==> src/rtl/smg_bcd_convert_module.sv <==
// Binary-to-BCD converter for a six-digit display, using 20-iteration double-dabble; Done_Sig 21 cycles after load (1 cycle on overflow).
// Build with SMG_LEADING_ZERO_BLANK_EN defined to replace leading zero digits with blank code 4'hF.
module smg_bcd_convert_module (
  input  logic        CLK,
  input  logic        RST,
  input  logic [19:0] Bin_Data,
  input  logic        Load_Sig,
  output logic [23:0] Number_Sig,
  output logic        Busy_Sig,
  output logic        Done_Sig,
  output logic        Ovf_Sig
);

  typedef enum logic [1:0] {
    IDLE = 2'd0,
    CONV = 2'd1,
    DONE = 2'd2
  } state_t;

  localparam logic [19:0] MAX_VALUE  = 20'd999999;
  localparam logic [4:0]  LAST_ITER  = 5'd19;
  localparam logic [23:0] SATURATED  = 24'h999999;

  state_t      state;
  logic [4:0]  iter_cnt;
  logic [19:0] bin_sr;
  logic [23:0] bcd_sr;
  logic [23:0] bcd_adj;
  logic [23:0] bcd_next;

  function automatic logic [23:0] fmt_digits(input logic [23:0] d);
    logic [23:0] r;
`ifdef SMG_LEADING_ZERO_BLANK_EN
    logic leading;
    r       = d;
    leading = 1'b1;
    // The least significant digit is excluded so a zero value still shows "0".
    for (int i = 5; i >= 1; i--) begin
      if (leading && (d[i*4 +: 4] == 4'd0)) begin
        r[i*4 +: 4] = 4'hF;
      end else begin
        leading = 1'b0;
      end
    end
`else
    r = d;
`endif
    return r;
  endfunction

  // One double-dabble step: correct every nibble >= 5, then shift in the next binary bit.
  always_comb begin
    bcd_adj = bcd_sr;
    for (int i = 0; i < 6; i++) begin
      if (bcd_sr[i*4 +: 4] >= 4'd5) begin
        bcd_adj[i*4 +: 4] = bcd_sr[i*4 +: 4] + 4'd3;
      end
    end
    bcd_next = {bcd_adj[22:0], bin_sr[19]};
  end

  always_ff @(posedge CLK or posedge RST) begin
    if (RST) begin
      state      <= IDLE;
      iter_cnt   <= 5'd0;
      bin_sr     <= 20'd0;
      bcd_sr     <= 24'd0;
      Number_Sig <= 24'h000000;
      Busy_Sig   <= 1'b0;
      Done_Sig   <= 1'b0;
      Ovf_Sig    <= 1'b0;
    end else begin
      Done_Sig <= 1'b0;
      case (state)
        IDLE, DONE: begin
          if (Load_Sig) begin
            iter_cnt <= 5'd0;
            if (Bin_Data > MAX_VALUE) begin
              state      <= DONE;
              Number_Sig <= fmt_digits(SATURATED);
              Ovf_Sig    <= 1'b1;
              Done_Sig   <= 1'b1;
              Busy_Sig   <= 1'b0;
            end else begin
              state    <= CONV;
              bin_sr   <= Bin_Data;
              bcd_sr   <= 24'd0;
              Busy_Sig <= 1'b1;
            end
          end else begin
            state <= IDLE;
          end
        end
        CONV: begin
          // Load_Sig is deliberately not looked at here.
          bin_sr   <= {bin_sr[18:0], 1'b0};
          bcd_sr   <= bcd_next;
          iter_cnt <= iter_cnt + 5'd1;
          if (iter_cnt == LAST_ITER) begin
            state      <= DONE;
            Number_Sig <= fmt_digits(bcd_next);
            Busy_Sig   <= 1'b0;
            Done_Sig   <= 1'b1;
            Ovf_Sig    <= 1'b0;
          end
        end
        default: begin
          state    <= IDLE;
          Busy_Sig <= 1'b0;
        end
      endcase
    end
  end

endmodule

==> config.mk <==
export PLATFORM = sky130hd
export DESIGN_NAME = smg_bcd_convert_module
export DESIGN_NICKNAME = d
export VERILOG_FILES = /design/src/rtl/smg_bcd_convert_module.sv
export SDC_FILE = /design/constraint.sdc
export NUM_CORES = 1
export LEC_CHECK = 0
export BUFFER_PORTS_ARGS = -buffer_cell sky130_fd_sc_hd__buf_2
export CAP_MARGIN = 20
export CORE_MARGIN = 4
export CORE_UTILIZATION = 45
export DETAILED_ROUTE_END_ITERATION = 10
export PLACE_DENSITY = 0.72
export SLEW_MARGIN = 20
export SYNTH_ARGS = -nofsm -noshare
export SYNTH_HDL_FRONTEND = slang
export SYNTH_SLANG_ARGS = --single-unit
export TNS_END_PERCENT = 20
==> constraint.sdc <==
create_clock -name CLK -period 2.54 [get_ports CLK]
set_input_delay 0.127 -clock CLK [delete_from_list [all_inputs] [get_ports CLK]]
set_output_delay 0.127 -clock CLK [all_outputs]
set_load 0.01 [all_outputs]
==> flow_summary.json, run 1 <==
{
  "outcome": "finished, final reports clean",
  "grt_usage": 0.179,
  "hold_path_class": "in2reg",
  "yosysUniqueCellTypes": 42,
  "synth_nets": 374,
  "die_area_sq_um": 9940,
  "drt.antenna.violating_nets": 0,
  "pre_cts_slack_ns": 0.551,
  "slew_headroom": 0.589,
  "hold_viol_final": 0,
  "grt_use_met3": 0.0463,
  "post_cts_resized": 0,
  "netlist_area_sq_um": 3780,
  "synth_area_per_cell_sq_um": 11.2,
  "grt_max_degree": 35,
  "num_vias": 2826,
  "critical_path.cell_chain": "ha_1 -> and4bb_1 -> and2_1 -> o221ai_2 -> inv_2 -> o22a_1",
  "ctsHoldBuffers": 2,
  "ios": 50,
  "drc_errors": 0,
  "setup_violations": 0,
  "synth_area_leaders": "dfrtp_1, ha_1, a211oi_1, o22a_1, a21oi_1",
  "tightest_slew_ns": 0.615,
  "fmax_mhz": 500,
  "grt_pass1_vias": 2935,
  "ir_drop_uv": 536,
  "max_cap_violations": 0,
  "grt_antenna_before_repair": 0,
  "hp-start": "Bin_Data[5]",
  "cts_setup_buffers": 0,
  "overflow": 0,
  "clk_path_buf_depth": 2,
  "vias_per_cell": 5.66,
  "core_sq_um": 8220,
  "rr_endpoint": "Number_Sig[0]",
  "synthToLayoutAreaGrowth_pct": 15.0,
  "final_max_slew_viol_count": 0,
  "seq_area_frac_synth": 0.516,
  "rsz0062_at_grt": "no",
  "num-nets-final": 425,
  "finalCritPeriodShare": 0.788,
  "fin_setup_tns_ns": 0,
  "fp-row-count": 33,
  "drive_above_1_share": 0.244,
  "crit_slowest_cell": "dfrtp_1",
  "htree_levels": 3,
  "r2r-start": "iter_cnt[0]",
  "critPathCaptureType": "flop",
  "finalWirelength_microns": 8170,
  "root_buffer": "clkbuf_8",
  "cts_buffers": 9,
  "place.gp.congestion": 0.789,
  "cts.sinks": 78,
  "drt-initial-drc-count": 169,
  "grt_use_met2": 0.285,
  "leakage_uw": 0.00192,
  "yosys_warnings": 0,
  "synth_edf_count": 0,
  "port_buffers": 49,
  "crit_required_ns": 2.79,
  "powerDensity_nw_per_um2": 1270,
  "tritoncts": "done",
  "async_reset_ff_frac": 1.00,
  "crit_path_max_incr_delay_ns": 0.41,
  "postSynthCellCount": 338,
  "grt-busiest-layer": "met2",
  "cp_max_fo": 13,
  "use_met1": 0.241,
  "wl_per_cell_microns": 16.4,
  "die_x_microns": 99.7,
  "hold_path_depth": 2,
  "dp_hpwl_microns": 5630,
  "synth_seq_cells": 78,
  "finalClockSkew_ns": 0.0129,
  "start_kind": "flop",
  "clk_latency_ns": 0.36,
  "arrival_ns": 2.25,
  "r2r_setup_slack_ns": 0.54,
  "worst_slack_ns": 0.539,
  "clkSlewWorstSetupHoldPaths_ns": 0.08,
  "reg2reg_depth": 6,
  "hold_end": "bin_sr[5]",
  "n_antenna_cell": 0,
  "grt_pass1_wl_microns": 14200,
  "yosys_most_used_dff": "dfrtp_1",
  "fp.dieH_microns": 99.7,
  "start_util": 0.460,
  "crit_type": "reg2reg",
  "period_needed_ns": 2.00,
  "firstDrtPassIters": 4,
  "synth_top_area_share": 0.516,
  "synth_top_area_cell": "dfrtp_1"
}
==> where the power goes <==
part	switching (uW)	internal, uW	leakage [uW]
Clock	477	415	0.0000922
Sequential	401	1730	0.000919
Combinational	1310	1200	0.000904
==> sequential cells by signal (all words and copies together) (netlist names) <==
register and flops:
Number_Sig 24, Ovf_Sig 1, bcd_sr 24, bin_sr 20, Busy_Sig 1, state 2
iter_cnt 5, Done_Sig 1
==> logic make-up after synthesis <==
| kind of cell | count (synthesis) | synth area share |
|---|---|---|
| AOI/OAI and AO/OA | 122 | 0.259 |
| DFF | 78 | 0.516 |
| and+or+nand+nor | 75 | 0.103 |
| buffers and inverters | 37 | 0.0443 |
| adders and majority gates | 13 | 0.0430 |
| muxes | 7 | 0.0205 |
| xor gates and xnor gates | 6 | 0.0139 |
==> worst max-delay path: cells and delay by family (launching register included) <==
family,cells,cell delay [ns]
and+or+nand+nor,2,0.41
DFF,1,0.41
AOI/OAI and AO/OA,2,0.59
adders and majority gates,1,0.25
buffers and inverters,1,0.23
==> stage by stage <==
step / area [sq um] / total power, uW / hold WS (ns) / utilization / std cells
5_1_grt: 4350 / 6020 / 0.0487 / 0.529 / 499
2_1_floorplan: 3780 / 4070 / 0.254 / - / 338
6_report: 4350 / 5530 / 0.0532 / 0.529 / 499
3_3_place_gp: 4140 / 4550 / 0.237 / 0.503 / 481
4_1_cts: 4350 / 5580 / 0.0417 / 0.529 / 499
3_5_place_dp: 4140 / 4670 / 0.246 / 0.503 / 481
==> cells in the final DEF, fill, tap and decap left out, types with 6 or more instances in the layout <==
cell | Yosys | final
o22a_1 | 14 | 14
mux2_2 | 6 | 6
dfrtp_1 | 78 | 78
a2bb2oi_1 | 11 | 11
a211oi_1 | 19 | 19
o221a_2 | 7 | 7
o21ai_0 | 12 | 12
inv_1 | 16 | 15
nand2b_1 | 8 | 8
o221a_1 | 6 | 6
o2bb2ai_1 | 7 | 7
clkbuf_8 | 0 | 11
ha_1 | 13 | 13
nor2_1 | 29 | 29
a22o_1 | 7 | 7
buf_2 | 5 | 49
nor3b_1 | 11 | 11
buf_4 | 2 | 8
a21oi_1 | 23 | 23
nand2_1 | 13 | 13
xnor2_1 | 6 | 6
==> cell type report <==
cell class                      instances  area, sq um
Clock buffer                           11          151
Sequential cell                        78         1950
Clock inverter                          5         41.3
Timing Repair Buffer                   60          345
Tap cell                              105          131
Fill cell                             740         3870
Multi-Input combinational cell        223         1660
Inverter                               17         63.8
==> worst max path at each step <==
stage	startpoint	end	slack [ns]	depth (start not counted)
CTS	iter_cnt[0]	Number_Sig[0]	0.54	6
floorplan	RST	Busy_Sig	0.42	1
global placement	iter_cnt[0]	Number_Sig[0]	0.62	6
detailed placement	iter_cnt[0]	Number_Sig[0]	0.55	6
finish	iter_cnt[0]	Number_Sig[0]	0.54	6
global route	iter_cnt[0]	Number_Sig[0]	0.40	6
==> routing by layer <==
metal  routed length (microns)  vias to the layer above
met1                      3740                     1371
met2                      3850                       70
li1                          -                     1372
met3                       474                       13
met4                       106                        0
met5                         0                        -
==> synthesized netlist by cell type, drive strengths merged (5+ instances only) <==
library cell / instances
o22ai: 5
a21oi: 23
ha: 13
nand2: 13
inv: 17
o221a: 13
buf: 9
o211a: 5
clkbuf: 11
a22o: 7
xnor2: 6
nand2b: 9
a2bb2oi: 11
o2bb2ai: 7
o21ai: 12
nor3b: 11
o22a: 14
a211oi: 20
dfrtp: 78
mux2: 6
nor2: 30
Note: power is estimated with default switching activity, not from simulation.
==> run 2, diff against run 1 <==
PLACE_DENSITY = 0.74   (was 0.72)
clock period = 1.6 ns   (was 2.54 ns; I/O delays follow)
==> run 2 against run 1 <==
  * Global-route usage is 1.3 points higher
  * Via count is 7.2% higher
  * Clock skew is 0.0067 ns higher
  * Die area stayed put
  * Non-clock buffer count is 42 higher
  * Critical path depth stayed put
  * Flip-flop and latch count stayed put
  * Maximum frequency is 25% higher
  * Combinational power is 110% higher
  * Critical path type unchanged
  * Largest cell class unchanged
==> flow_summary.json, run 2 (synthesis results as in run 1) <==
{
  "drt.antenna.violating_nets": 0,
  "final_cell_mix": "dfrtp_1, buf_2, buf_4",
  "hold_path_class": "in2reg",
  "arrival_ns": 1.85,
  "start_kind": "flop",
  "drt-initial-drc-count": 219,
  "tightest_slew_ns": 0.427,
  "cts_buffers": 9,
  "top_regs": "Number_Sig (24), bcd_sr (24), bin_sr (20)",
  "finalWirelength_microns": 8950,
  "fin_setup_tns_ns": 0,
  "grt-busiest-layer": "met2",
  "root_buffer": "clkbuf_8",
  "finalClockSkew_ns": 0.0196,
  "reg2reg_depth": 6,
  "n_antenna_cell": 0,
  "cts.sinks": 78,
  "die_x_microns": 99.7,
  "ios": 50,
  "grt_pass1_wl_microns": 15300,
  "drive_above_1_share": 0.385,
  "slew_headroom": 0.716,
  "max_cap_violations": 0,
  "use_met1": 0.249,
  "period_needed_ns": 1.60,
  "crit_type": "reg2reg",
  "fmax_mhz": 626,
  "grt_max_degree": 79,
  "finalInstanceArea_sq_um": 4910,
  "finalCritPeriodShare": 0.999,
  "port_buffers": 49,
  "ir_drop_uv": 1030,
  "outcome": "finished, final reports clean",
  "rsz0062_at_grt": "yes",
  "core_sq_um": 8220,
  "place_area_sq_um": 4420,
  "hold_viol_final": 0,
  "synthToLayoutAreaGrowth_pct": 29.7,
  "start_util": 0.460,
  "fp-row-count": 33,
  "layout_commonest_cell": "dfrtp_1",
  "clk_path_buf_depth": 2,
  "tritoncts": "done",
  "grt_pass1_vias": 3135,
  "pre_cts_slack_ns": -0.135,
  "clkSlewWorstSetupHoldPaths_ns": 0.08,
  "crit_required_ns": 1.85,
  "grt_use_met3": 0.0540,
  "grt_usage": 0.191,
  "regArea_sq_um": 1950,
  "die_area_sq_um": 9940,
  "grt_use_met2": 0.311,
  "multi_input_area_sq_um": 1850,
  "powerDensity_nw_per_um2": 2100,
  "num_vias": 3030,
  "dp_hpwl_microns": 6060,
  "firstDrtPassIters": 4,
  "cp_max_fo": 13,
  "fp.dieH_microns": 99.7,
  "place.gp.congestion": 0.846,
  "leakage_uw": 0.00217,
  "hold_path_depth": 3,
  "clk_latency_ns": 0.36,
  "hold-worst-slack_ns": 0.0191,
  "drc_errors": 0,
  "final_max_slew_viol_count": 0,
  "vias_per_cell": 5.60,
  "critPathCaptureType": "flop",
  "num-nets-final": 467,
  "nFillCells": 662,
  "grt_antenna_before_repair": 0,
  "worst_slack_ns": 0.00145,
  "p_total_uw": 10300,
  "setup_violations": 0,
  "overflow": 0,
  "htree_levels": 3,
  "wl_per_cell_microns": 16.5
}
## run 2: worst max-delay path, stage by stage (launching register included)
cell,delay (ns)
dfrtp_1,0.39
ha_1,0.21
and4bb_1,0.20
and2_4,0.17
o221ai_4,0.21
inv_4,0.14
o22a_1,0.19
## run 2: path summary, 6_finish.rpt
path,start,endpoint,slack [ns]
max,iter_cnt[0],Number_Sig[0],0.001
min,Bin_Data[16],bin_sr[16],0.02
max reg2reg,iter_cnt[0],Number_Sig[0],0.001
min reg2reg,Number_Sig[17],Number_Sig[17],0.49
max in group asynchronous,RST,state[0],0.86
min in group asynchronous,RST,Number_Sig[8],0.37
## run 2: power by group
group          total (uW)  switching (uW)  internal, uW  leakage, uW
Combinational        5390            2540          2850      0.00116
Sequential           3410             666          2740     0.000918
Clock                1530             794           739    0.0000968
Total               10300            4000          6330      0.00217
## run 2: metrics by stage
stage                     utilization  instances
after floorplan                     -        338
after global placement          0.538        515
after detailed placement        0.538        515
after CTS                       0.581        539
after global routing            0.597        541
final                           0.597        541
## run 2: what timing repair did
action,CTS,global route
resized for setup,18,29
endpoints found under the setup margin,34,33
endpoints found under the hold margin,83,0
setup buffers,2,2
pin swaps,5,7
hold buffers,6,0
## run 2: final cells by class
class | count | area share
flip-flops and latches | 78 | 0.398
multi-input cells | 223 | 0.377
repair buffers | 102 | 0.143
well taps | 105 | 0.0268
clock buffers | 9 | 0.0252
clock inverters | 7 | 0.0163
inverters | 17 | 0.0143
## run 2: layer usage
metal | wire (microns) | vias up
li1 | - | 1449
met1 | 4010 | 1497
met2 | 4310 | 70
met3 | 477 | 14
met4 | 155 | 0
met5 | 0 | -
